$ cat src/rtl/imem_loader_pkg.sv
// -----------------------------------------------------------------------------
// imem_loader_pkg
// Shared definitions for the instruction-memory loader:
//   loader_state_t  - loader FSM state encoding
//   DEFAULT_DEPTH   - default instruction-memory capacity in 32-bit words
//   BIG_ENDIAN      - byte order of words stored in the instruction memory
//   shift_in_byte   - appends one stream byte to a partially assembled word
// -----------------------------------------------------------------------------
package imem_loader_pkg;

    typedef enum logic [2:0] {
        IDLE = 3'd0,
        HDR  = 3'd1,
        DATA = 3'd2,
        CSUM = 3'd3,
        DONE = 3'd4,
        ERR  = 3'd5
    } loader_state_t;

    localparam int DEFAULT_DEPTH = 128;

    // The instruction memory holds words with the first stream byte in the
    // most significant position.
    localparam bit BIG_ENDIAN = 1'b1;

    // Big-endian streams shift bytes in from the bottom so the first byte
    // ends up in bits 31:24; little-endian streams shift in from the top.
    function automatic logic [31:0] shift_in_byte(
        input logic [31:0] word,
        input logic [7:0]  new_byte,
        input bit          big_endian
    );
        if (big_endian) begin
            return {word[23:0], new_byte};
        end
        return {new_byte, word[31:8]};
    endfunction

endpackage

$ cat src/rtl/imem_loader_byte_packer.sv
// -----------------------------------------------------------------------------
// byte_packer
// Collects bytes into 32-bit words. Every fourth accepted byte completes a
// word; word_valid pulses for exactly the following cycle while word_data
// holds the completed word.
// Ports:
//   clk, reset   - clock, asynchronous active-high reset
//   clear        - synchronous restart of the byte count and shift register
//   byte_valid   - byte_data is accepted this cycle
//   byte_data    - incoming byte
//   byte_cnt     - number of bytes already held for the current word (0..3)
//   word_valid   - one-cycle pulse, word_data is a completed word
//   word_data    - shift register contents
// -----------------------------------------------------------------------------
module byte_packer
    import imem_loader_pkg::*;
(
    input  logic        clk,
    input  logic        reset,
    input  logic        clear,
    input  logic        byte_valid,
    input  logic [7:0]  byte_data,
    output logic [1:0]  byte_cnt,
    output logic        word_valid,
    output logic [31:0] word_data
);

    logic [31:0] shift_reg;
    logic [1:0]  cnt;

    // Shift each accepted byte into the word; the 2-bit count wraps from 3
    // back to 0 on the fourth byte, which is the moment a word completes.
    // word_valid is registered so the pulse lands in the cycle after the
    // fourth byte, when shift_reg already contains it.
    always_ff @(posedge clk or posedge reset) begin
        if (reset) begin
            shift_reg  <= 32'd0;
            cnt        <= 2'd0;
            word_valid <= 1'b0;
        end else begin
            word_valid <= 1'b0;
            if (clear) begin
                shift_reg <= 32'd0;
                cnt       <= 2'd0;
            end else if (byte_valid) begin
                shift_reg <= shift_in_byte(shift_reg, byte_data, BIG_ENDIAN);
                cnt       <= cnt + 2'd1;
                if (cnt == 2'd3) begin
                    word_valid <= 1'b1;
                end
            end
        end
    end

    assign byte_cnt  = cnt;
    assign word_data = shift_reg;

endmodule

$ cat src/rtl/imem_loader.sv
// -----------------------------------------------------------------------------
// imem_loader
// Loads a program from a byte stream into instruction memory and holds the
// processor in reset until a load completes with a good checksum.
// Stream format: 2-byte word count N (MSB first), N big-endian 32-bit words,
// then 1 checksum byte equal to the XOR of all payload bytes.
// Ports:
//   clk, reset              - clock, asynchronous active-high reset
//   start                   - one-cycle request to begin a load
//   rx_valid, rx_data       - byte stream input
//   rx_ready                - loader accepts rx_data this cycle
//   mem_we, mem_addr,
//   mem_wdata               - instruction memory write port (byte address)
//   cpu_reset               - processor reset, low only after a good load
//   busy, done, error       - load status
//   words_loaded            - words written by the current or last load
// -----------------------------------------------------------------------------
module imem_loader
    import imem_loader_pkg::*;
#(
    parameter int DEPTH = DEFAULT_DEPTH,
    parameter int CNT_W = 16
) (
    input  logic             clk,
    input  logic             reset,
    input  logic             start,
    input  logic             rx_valid,
    input  logic [7:0]       rx_data,
    output logic             rx_ready,
    output logic             mem_we,
    output logic [31:0]      mem_addr,
    output logic [31:0]      mem_wdata,
    output logic             cpu_reset,
    output logic             busy,
    output logic             done,
    output logic             error,
    output logic [CNT_W-1:0] words_loaded
);

    localparam int AW = (DEPTH > 1) ? $clog2(DEPTH) : 1;

    loader_state_t    state;
    loader_state_t    next_state;

    logic             receiving;
    logic             accept;
    logic             clear_load;
    logic             hdr_second;
    logic [CNT_W-1:0] n_reg;
    logic [CNT_W-1:0] header_n;
    logic             header_bad;
    logic [CNT_W-1:0] words_accepted;
    logic             last_word;
    logic [7:0]       csum;
    logic [1:0]       pack_cnt;
    logic             pack_byte;

    // Readiness depends on state alone, so the handshake never loops back
    // through rx_valid.
    assign receiving = (state == HDR) || (state == DATA) || (state == CSUM);
    assign rx_ready  = receiving;
    assign busy      = receiving;
    assign accept    = rx_valid && receiving;

    // The length is complete once the second header byte arrives, so the
    // range check looks at the value being formed this cycle.
    assign header_n   = {n_reg[CNT_W-9:0], rx_data};
    assign header_bad = (header_n == '0) || (header_n > CNT_W'(DEPTH));
    assign last_word  = (words_accepted == (n_reg - CNT_W'(1)));
    assign pack_byte  = (state == DATA) && accept;

    // State register.
    always_ff @(posedge clk or posedge reset) begin
        if (reset) begin
            state <= IDLE;
        end else begin
            state <= next_state;
        end
    end

    // Next-state and status decode. A start from IDLE, DONE or ERR restarts
    // the load; in the receiving states start is ignored.
    always_comb begin
        next_state = state;
        clear_load = 1'b0;
        done       = 1'b0;
        error      = 1'b0;
        cpu_reset  = 1'b1;
        case (state)
            IDLE: begin
                if (start) begin
                    next_state = HDR;
                    clear_load = 1'b1;
                end
            end
            HDR: begin
                if (accept && hdr_second) begin
                    next_state = header_bad ? ERR : DATA;
                end
            end
            DATA: begin
                if (accept && (pack_cnt == 2'd3) && last_word) begin
                    next_state = CSUM;
                end
            end
            CSUM: begin
                if (accept) begin
                    next_state = (rx_data == csum) ? DONE : ERR;
                end
            end
            DONE: begin
                done      = 1'b1;
                cpu_reset = 1'b0;
                if (start) begin
                    next_state = HDR;
                    clear_load = 1'b1;
                end
            end
            ERR: begin
                error = 1'b1;
                if (start) begin
                    next_state = HDR;
                    clear_load = 1'b1;
                end
            end
            default: begin
                next_state = IDLE;
            end
        endcase
    end

    // Header length, checksum accumulator and word counters. words_accepted
    // tracks completed words as their last byte arrives (drives the move to
    // CSUM); words_loaded counts actual memory writes and also supplies the
    // write address, so it steps once at the end of each mem_we cycle.
    always_ff @(posedge clk or posedge reset) begin
        if (reset) begin
            n_reg          <= '0;
            hdr_second     <= 1'b0;
            words_accepted <= '0;
            csum           <= 8'd0;
            words_loaded   <= '0;
        end else if (clear_load) begin
            n_reg          <= '0;
            hdr_second     <= 1'b0;
            words_accepted <= '0;
            csum           <= 8'd0;
            words_loaded   <= '0;
        end else begin
            if ((state == HDR) && accept) begin
                n_reg      <= header_n;
                hdr_second <= 1'b1;
            end
            if (pack_byte) begin
                csum <= csum ^ rx_data;
                if (pack_cnt == 2'd3) begin
                    words_accepted <= words_accepted + CNT_W'(1);
                end
            end
            if (mem_we) begin
                words_loaded <= words_loaded + CNT_W'(1);
            end
        end
    end

    byte_packer u_byte_packer (
        .clk        (clk),
        .reset      (reset),
        .clear      (clear_load),
        .byte_valid (pack_byte),
        .byte_data  (rx_data),
        .byte_cnt   (pack_cnt),
        .word_valid (mem_we),
        .word_data  (mem_wdata)
    );

    // Word index wraps within DEPTH; the length check keeps real writes
    // below DEPTH.
    assign mem_addr = {{(30 - AW){1'b0}}, words_loaded[AW-1:0], 2'b00};

endmodule

$ cat config.mk
export PLATFORM = sky130hd
export DESIGN_NAME = imem_loader
export DESIGN_NICKNAME = d
export VERILOG_FILES = /design/src/rtl/imem_loader_pkg.sv /design/src/rtl/imem_loader_byte_packer.sv /design/src/rtl/imem_loader.sv
export SDC_FILE = /design/constraint.sdc
export NUM_CORES = 1
export LEC_CHECK = 0
export BUFFER_PORTS_ARGS = -buffer_cell sky130_fd_sc_hd__buf_2
export CELL_PAD_IN_SITES_DETAIL_PLACEMENT = 0
export CELL_PAD_IN_SITES_GLOBAL_PLACEMENT = 1
export CORE_ASPECT_RATIO = 1.2
export CORE_MARGIN = 1.5
export CORE_UTILIZATION = 38
export CTS_CLUSTER_DIAMETER = 200
export DETAILED_ROUTE_END_ITERATION = 10
export PLACE_DENSITY = 0.86
export SYNTH_ARGS = -nofsm -noshare
export SYNTH_HDL_FRONTEND = slang
export SYNTH_SLANG_ARGS = --single-unit
export TNS_END_PERCENT = 10
$ cat constraint.sdc
create_clock -name clk -period 2.7 [get_ports clk]
set_input_delay 0.135 -clock clk [delete_from_list [all_inputs] [get_ports clk]]
set_output_delay 0.135 -clock clk [all_outputs]
set_load 0.1 [all_outputs]
# Yosys cells after proc, flatten, opt, wreduce, memory -nomap -nowiden
# Cells that the tools add are included.
[classes] mux=33 n_eq_ne=12 bitwise_logic=1 magnitude_cmp=1 n_addsub=4 n_reduce_logical=18
[ops] op="$mux W16" n=7
[ops] op="$mux W32" n=3
[ops] op="$add A16 B1 Y16 const B" n=2
[ops] op="$eq A16 B16 Y1" n=1
[ops] op="$gt A16 B8 Y1 const B" n=1
[ops] op="$logic_not A16 Y1" n=1
[ops] op="$mux W8" n=2
[ops] op="$sub A16 B1 Y16 const B" n=1
[ops] op="$mux W3" n=5
[ops] op="$mux W1" n=13
[ops] op="$pmux W3 S4" n=1
[ops] op="$eq A8 B8 Y1" n=1
[ops] op="$reduce_bool A2 Y1" n=4
[ops] op="$xor A8 B8 Y8" n=1
[ops] op="$eq A3 B2 Y1 const B" n=2
[ops] op="$eq A3 B3 Y1 const B" n=2
[ops] op="$logic_and A1 B1 Y1" n=6
[ops] op="$ne A2 B1 Y1 const B" n=3
[ops] op="$mux W2" n=2
[ops] op="$reduce_and A4 Y1" n=1
[ops] op="$eq A3 B1 Y1 const B" n=1
[ops] op="$logic_not A3 Y1" n=1
[ops] op="$logic_or A1 B1 Y1" n=3
[ops] op="$reduce_or A3 Y1" n=1
[ops] op="other kinds (4)" n=4
[totals] elab_cells=78 register_bits=95 out_inout_bits=86 input_bits=12

# Longest topological paths before layout
# Gate-level depths: netlist (run 1).
[logic_depth] depth_word=10 mapped_depth=8 mapped_depth_nobuf=8

# Modules after synthesis
# A second synthesis (run 1) with hierarchy kept.
[hier_totals] hier_cells=508 area_unflattened_um2=5049.8
[by_module_without_submodules] module="imem_loader" area_each_um2=3589.7 cells_each=393 instances=1 seq_area_each_um2=1501.4
[by_module_without_submodules] module="byte_packer" area_each_um2=1460.2 cells_each=115 instances=1 seq_area_each_um2=875.8

# Worst setup path after synthesis (run 1)
# Ideal clock, no wire load.
[synth_path] kind="reg2reg" from="register state[1]" to="register state[0]" setup_slack_ns=-0.338 arrival_time_ns=2.928 setup_ns=0.110 t_required_ns=2.590 path_stages_with_launch=7 path_cell_list="dfrtp_1 inv_1 a21oi_1 nand3_1 nor4_1 nand4_1 o41ai_1"
[synth_between] elab_chain_cells=8 word_cells_on_any_way=19
[synth_lines] item="start, declared" line_no="imem_loader.sv:42" text="loader_state_t state;"
[synth_lines] item="start signal, assigned" line_no="imem_loader.sv:77" text="state <= next_state;"
[synth_lines] item="$eq A3 B1 Y1 or $eq A3 B2 Y1 (tied branches)" line_no="imem_loader.sv:60" text="assign receiving = (state == HDR) || (state == DATA) || (state == CSUM);"
[synth_lines] item="$logic_or A1 B1 Y1" line_no="imem_loader.sv:60"
[synth_lines] item="$logic_or A1 B1 Y1 *" line_no="imem_loader.sv:60"
[synth_lines] item="via busy" line_no="imem_loader.sv:34" text="output logic busy,"
[synth_lines] item="$logic_and A1 B1 Y1 *" line_no="imem_loader.sv:63" text="assign accept = rx_valid && receiving;"
[synth_lines] item="$logic_and A1 B1 Y1 (2 in series)" line_no="imem_loader.sv:102" text="if (accept && (pack_cnt == 2'd3) && last_word) begin"
[synth_lines] item="$ne A2 B1 Y1 (no line)"
[synth_lines] item="$reduce_and A4 Y1 (no line) *"
# Mark *: on every way through the listed nets, which the timed path passes. The rest lies on a longest branch.
# A chain may end at the register's enable or synchronous reset.

# Worst setup path in the final report (run 1)
[layout_path] from="register n_reg[0]" to="register state[0]"
[layout_between] elab_chain_cells=5 word_cells_on_any_way=11
[layout_lines] item="start, declared" line_no="imem_loader.sv:49" text="logic [CNT_W-1:0] n_reg;"
[layout_lines] item="start signal, assigned" line_no="imem_loader.sv:151" text="n_reg <= header_n;"
[layout_lines] item="$sub A16 B1 Y16 (tied with other cells)" line_no="imem_loader.sv:69" text="assign last_word = (words_accepted == (n_reg - CNT_W'(1)));"
[layout_lines] item="$eq A16 B16 Y1 or $logic_or A1 B1 Y1 (tied branches)" line_no="imem_loader.sv:69, imem_loader.sv:68"
[layout_lines] item="$logic_and A1 B1 Y1 or $mux W3 (tied branches)" line_no="imem_loader.sv:102, imem_loader.sv:98"
[layout_lines] item="$ne A2 B1 Y1 (no line) or $mux W3 (tied branches)"
[layout_lines] item="$reduce_and A4 Y1 (no line) or $pmux W3 S4 (tied branches)"
# Several ways; a longest one is shown, not always the timed one. The select of a mux whose other input is x is not followed.

==> impl_metrics.tcl, run 1 <==
set metrics [dict create \
    yosys_warnings 0 \
    cp_data_required_time_ps 2930 \
    drc 0 \
    area_growth_pct 15.1 \
    synth_top_cells_by_area "dfrtp_1 49%, nand2_1 7.2%, buf_4 5.1%" \
    status "finished clean" \
    io_buffers 72 \
    largest_reg_flops 32 \
    post-cts-setup-buffers 0 \
    yosysTopAreaCellShare_pct 48.5 \
    synth_edf_count 0 \
    cts_resized 0 \
    place_area_sq_mm 0.00534 \
    vias_per_cell 5.20 \
    cts_tree "done" \
    leakagePower_uw 0.00274 \
    async_flop_share_pct 100 \
    cts_buffer_depth 2 \
    firstDrtPassIters 5 \
    startpoint "n_reg[0]" \
    rsz0062_at_grt "no" \
    rr_startpoint "n_reg[0]" \
    grt_start_max_net_pins 43 \
    cts_inserted_buffers 9 \
    start_util_pct 38.8 \
    die_w_um 107 \
    syn_area_per_cell_sq_um 9.07 \
    wl_um 11900 \
    coreArea_sq_mm 0.0126 \
    clk_latency_ps 340 \
    crit_type "reg -> reg" \
    reg2regPathDepth 8 \
    finClkSkew_ps 6.26 \
    p_total_uw 5070 \
    nNetsFinal 622 \
    num_rows 45 \
    pin_count 98 \
    die_area_sq_mm 0.0136 \
    endpoint_kind "register" \
    cp_max_fo 5 \
    worstHoldPathType "in -> reg" \
    synthCells 540 \
    dpl.hpwl_um 8650 \
    crit_buf_inv 1 \
    setup_violations 0 \
    clock_sinks 95 \
    vias 4030 \
    critPathMaxStageDelay_ps 500 \
    slew_headroom_pct 19.8 \
    utilization_pct 44.7 \
    wl_per_cell_um 15.3 \
    finalCriticalPeriod_ps 2420 \
    dp_cells 758 \
    synthFlopType "dfrtp_1" \
    path_cells "inv_1 -> ha_1 -> nor3b_1 -> nand2_2 -> or4_1 -> a21oi_1 -> nand4_1 -> o41ai_1" \
    gp_congestion 0.892 \
    fmax_mhz 413 \
    layout-drive-gt1-share_pct 17.8 \
    r2r-end "state[0]" \
    maxCapViolations 0 \
    ys_types 47 \
    cts-root-buf "clkbuf_16" \
    grt_first_pass_wirelength_um 19300 \
    syn-cell-area_sq_mm 0.00490 \
    cpMaxStageDelayCell "or4_1" \
    cp_top_family "simple AND/OR/NAND/NOR gates" \
    die_y_um 127 \
    ys_seq_area_share_pct 48.5 \
    crit_arrival_ps 2650 \
    start_kind "register" \
    gr-total-overflow 0 \
    clk_pin_slew_worst_paths_ps 70 \
    drv_slew 0 \
    antenna_cells 0 \
    finalCritPeriodShare_pct 89.6 \
    hold_violations 0 \
    stdcell_area_sq_mm 0.00564 \
    yosys.area.top_type "dfrtp_1" \
    tightestPinTransition_ps 1200 \
    r2r_slack_ps 280 \
    stdcell_count 775 \
    ant_nets 0 \
    drt_iter0_drc 275 \
    ir_drop_v 0.000397 \
    grt_use_total_pct 18.0 \
    grt_pass1_vias 3930 \
    htree_num_levels 3 \
    synth-seq-cells 95 \
    antenna_found_initial 0 \
    critPathCapture "state[0]" \
    worstHoldPathCells 3 \
    cp.depth 8 \
    power_density_mw_per_mm2 900 \
]
cells in the mapped netlist, types with 2 or more instances:
cell and count:
and2_1 3, dfrtp_1 95, nor2_1 46, a21oi_1 43
a22oi_1 2, xor2_1 25, xnor2_1 23, nand2_1 94
a31oi_1 3, buf_2 2, clkbuf_1 13, nand2b_1 3
o31a_1 2, inv_1 13, nor2b_1 3, or4_1 2
and3_1 9, or3_1 8, mux2i_1 2, o22ai_1 2
nand4_1 10, nand3_1 16, buf_1 6, ha_1 4
buf_4 33, nor4_1 4, nor3_1 6, o21ai_0 34
o31ai_1 4, a22o_1 13
worst register-to-register path: stages, from the launching register on:
cell and delay, ps:
dfrtp_1 440, inv_1 100, ha_1 180, nor3b_1 350, nand2_2 170, or4_1 500, a21oi_1 190, nand4_1 130
o41ai_1 260
layer usage:
metal  track usage [%]  wire (um)  part of all wire (%)
met1              21.6       4930                    42
met4              6.90        296                   2.5
met5                 0          0                     0
met2              31.5       6140                    52
met3              3.88        492                   4.1
cell type report:
class,count,area [sq um]
clock buffers,11,233
clock inverters,5,57.6
fillers,1266,6980
inverters,13,50.0
multi-input cells,402,2250
flip-flops and latches,95,2380
well taps,164,205
repair buffers,85,460
where the power goes:
group | switching, uW | internal (uW)
clock network | 541 | 721
registers | 254 | 1590
logic | 1390 | 583
timing repair:
action	CTS	global route
endpoints found under the hold margin	36	0
endpoints found under the setup margin	0	0
hold buffers	1	0
cells by family after synthesis:
family	count (synthesis)	synth area share, %
simple gates	214	20.4
compound gates	109	13.2
flops	95	48.5
buf+inv	67	7.72
xor+xnor	48	8.58
fa+ha+maj	4	1.02
mux	2	0.409
other cells	1	0.0766
stage by stage:
stage                     hold slack (ps)  setup slack [ps]  TNS [ps]
final                                81.2               281         0
after floorplan                       266             -61.1     -61.1
after detailed placement              280               241         0
after global placement                261               395         0
after global routing                 89.3               132         0
after CTS                            67.6               257         0
cell usage in the layout, fill, tap and decap left out, drive strengths merged, types with 11 or more instances in the layout:
| cell type | instances |
|---|---|
| a21oi | 43 |
| a22o | 14 |
| buf | 84 |
| clkbuf | 11 |
| conb | 25 |
| dfrtp | 95 |
| inv | 13 |
| nand2 | 95 |
| nand3 | 16 |
| nor2 | 46 |
| o21ai | 34 |
| xnor2 | 23 |
| xor2 | 25 |
worst min path at each step:
stage	start	end	slack, ps
after floorplan	rx_data[1]	n_reg[1]	270
after global placement	reset	u_byte_packer.word_data[0]	260
after detailed placement	reset	csum[0]	280
after CTS	rx_data[0]	n_reg[0]	70
after global routing	rx_data[1]	n_reg[1]	90
final	rx_data[6]	n_reg[6]	80
Note: power is estimated with default switching activity, not from simulation.
==> run 2, diff against run 1 <==
- CORE_UTILIZATION: 38 -> 39
- SYNTH_HIERARCHICAL: default -> 1
==> run 2 against run 1 <==
Against the previous run:
- total power grew 0.86%
- clock-buffer cell count increased by 1
- sequential power is 3% lower
- via count down 3.5%
- routed wire length is 4.2% lower
- clock power is 4% higher
- maximum frequency decreased by 9.9%
- final cell count down 1.8%
- utilization increased by 1.9 points
- sequential share of layout area down 1.9 points
- global-route usage is 0.35 points lower
- combinational power rose by 3%
- largest cell class is now multi-input combinational cells
- highest routed layer unchanged
==> impl_metrics.tcl, run 2 <==
set metrics [dict create \
    ant_nets 0 \
    cp_max_fo 4 \
    ys_types 54 \
    worstHoldPathType "in -> reg" \
    yosysTopAreaCellShare_pct 47.1 \
    clk_pin_slew_worst_paths_ps 70 \
    ys_seq_area_share_pct 47.1 \
    startpoint "n_reg[2]" \
    cts-root-buf "clkbuf_16" \
    die_y_um 128 \
    yosys_warnings 6 \
    ys_top_cells_by_count "95 x dfrtp_1, 79 x nor2_1, 35 x mux2i_1" \
    rsz0062_at_grt "yes" \
    wl_um 11400 \
    hold_violations 0 \
    finClkSkew_ps 6.31 \
    slew_headroom_pct 29.1 \
    fin_ws_ps 15.5 \
    synthFlopType "dfrtp_1" \
    layout-drive-gt1-share_pct 22.8 \
    die_w_um 107 \
    crit_arrival_ps 2950 \
    synth_top_cells_by_area "dfrtp_1 47%, mux2i_1 6.9%, nor2_1 5.9%" \
    muxShareOfSynthArea_pct 7.43 \
    htree_num_levels 3 \
    grt_pass1_vias 3775 \
    leakagePower_uw 0.00288 \
    place_area_sq_mm 0.00555 \
    rr_startpoint "n_reg[2]" \
    vias_per_cell 5.11 \
    synthCells 508 \
    synth_edf_count 0 \
    gr-total-overflow 0 \
    antenna_found_initial 0 \
    start_util_pct 39.9 \
    wl_per_cell_um 14.9 \
    gp_congestion 0.910 \
    finalCriticalPeriod_ps 2680 \
    pre_cts_ws_ps -50.8 \
    setup_violations 0 \
    syn-cell-area_sq_mm 0.00505 \
    critPathCapture "state[0]" \
    layout_commonest_cell "dfrtp_1" \
    grt_use_total_pct 17.7 \
    grt_start_max_net_pins 59 \
    endpoint_kind "register" \
    cts_inserted_buffers 9 \
    yosysMostFrequentCell "dfrtp_1" \
    io_buffers 72 \
    clock_sinks 95 \
    async_flop_share_pct 100 \
    finalCritPeriodShare_pct 99.4 \
    dp_cells 743 \
    yosys.area.top_type "dfrtp_1" \
    drt_iter0_drc 163 \
    n_fill_cell 1196 \
    synth-compound-area-share_pct 9.14 \
    stdcell_count 761 \
    grt_first_pass_wirelength_um 19200 \
    antenna_cells 0 \
    dpl.hpwl_um 8170 \
    cts_tree "done" \
    coreArea_sq_mm 0.0127 \
    r2r-end "state[0]" \
    synth_xor_area_share_pct 9.02 \
    crit_type "reg -> reg" \
    status "finished clean" \
    power_density_mw_per_mm2 867 \
    largest_reg_flops 32 \
    pin_count 98 \
    r2r_slack_ps 20 \
    reg2regPathDepth 7 \
    synth_adder_area_share_pct 0.991 \
    nNetsFinal 608 \
    drc 0 \
    stdcell_area_sq_mm 0.00590 \
    area_growth_pct 16.9 \
    syn_area_per_cell_sq_um 9.94 \
    tightestPinTransition_ps 1060 \
    clk_latency_ps 340 \
    firstDrtPassIters 4 \
    cp_data_required_time_ps 2970 \
    vias 3890 \
    num_rows 45 \
    die_area_sq_mm 0.0136 \
    synthSimpleGateAreaFrac_pct 17.9 \
    fmax_mhz 373 \
    maxCapViolations 0 \
    start_kind "register" \
    drv_slew 0 \
    synth-seq-cells 95 \
    fin_setup_tns_ps 0 \
    final_cell_mix "93 x dfrtp_1, 78 x nor2_1, 72 x buf_2, 35 x mux2i_1" \
    cts_buffer_depth 2 \
    synth_top_family_by_area "simple AND/OR/NAND/NOR gates" \
    ir_drop_v 0.000927 \
]
run 2: changes by cell type after synthesis, sizes merged, moves of 6 or more:
cell    before  now
a21oi       43   14
and3         9    3
clkbuf      13    7
mux2i        2   36
nand2       95   29
nor2        46   80
xor2        25   31
run 2: how the worst min path moves through the flow:
stage | cells past startpoint | to | slack, ps | from
global placement | 2 | words_accepted[0] | 190 | reset
CTS | 4 | state[2] | 90 | start
detailed placement | 2 | words_accepted[5] | 190 | reset
global route | 3 | csum[6] | 130 | rx_data[6]
finish | 4 | state[2] | 110 | start
floorplan | 2 | csum[0] | 270 | rx_data[0]
run 2: cell type report:
type,instances,area (sq um),share of cell area (%)
Clock buffer,12,256,4.35
Clock inverter,4,51.3,0.869
Inverter,10,37.5,0.636
Multi-Input combinational cell,375,2390,40.5
Sequential cell,95,2380,40.3
Tap cell,164,205,3.48
Timing Repair Buffer,101,581,9.83
run 2: kinds of logic (layout without fill, tap and decap cells):
| family | after synthesis | after routing |
|---|---|---|
| XOR/XNOR | 52 | 52 |
| adder cells (fa/ha/maj) | 4 | 4 |
| other | 1 | 25 |
| AND/OR/NAND/NOR | 184 | 184 |
| AO/OA/AOI/OAI | 73 | 73 |
| buffers and inverters | 62 | 127 |
| multiplexers | 37 | 37 |
| flip-flops | 95 | 95 |
run 2: critical path: stages (launching register included):
cell,delay (ps)
dfrtp_2,440
nor4_4,310
nand3b_2,110
xnor2_1,120
or4_1,500
or4_4,430
or4_4,530
a22oi_2,150
run 2: metrics by stage:
| stage | utilization (%) | hold slack [ps] | power [uW] |
|---|---|---|---|
| 2_1_floorplan | - | 271 | 3330 |
| 3_3_place_gp | 43.8 | 188 | 3740 |
| 5_1_grt | 46.6 | 132 | 5400 |
| 6_report | 46.6 | 109 | 5120 |
| 4_1_cts | 46.6 | 93.3 | 5150 |
| 3_5_place_dp | 43.8 | 193 | 3770 |
run 2: layer usage:
metal  global-route usage [%]  vias up  wire length (um)  share of wire [%]
met2                     30.2       97              5820                 51
met1                     22.3     1923              4890                 43
li1                         -     1858                 -                  -
met3                     3.30       12               431                3.8
met5                        0        -                 0                  0
met4                     6.59        0               213                1.9
run 2: power breakdown:
group / switching, uW / total, uW / leakage (uW) / internal [uW]
sequential: 190 / 1780 / 0.00130 / 1590
combinational: 1340 / 2030 / 0.00144 / 689
clock: 539 / 1310 / 0.000149 / 771
run 2: timing repair:
action / in CTS / in global routing
gates resized for setup: 7 / 1
setup endpoints to repair: 1 / 1
hold endpoints to repair: 56 / 0
setup buffers: 1 / 0
hold buffers: 1 / 0
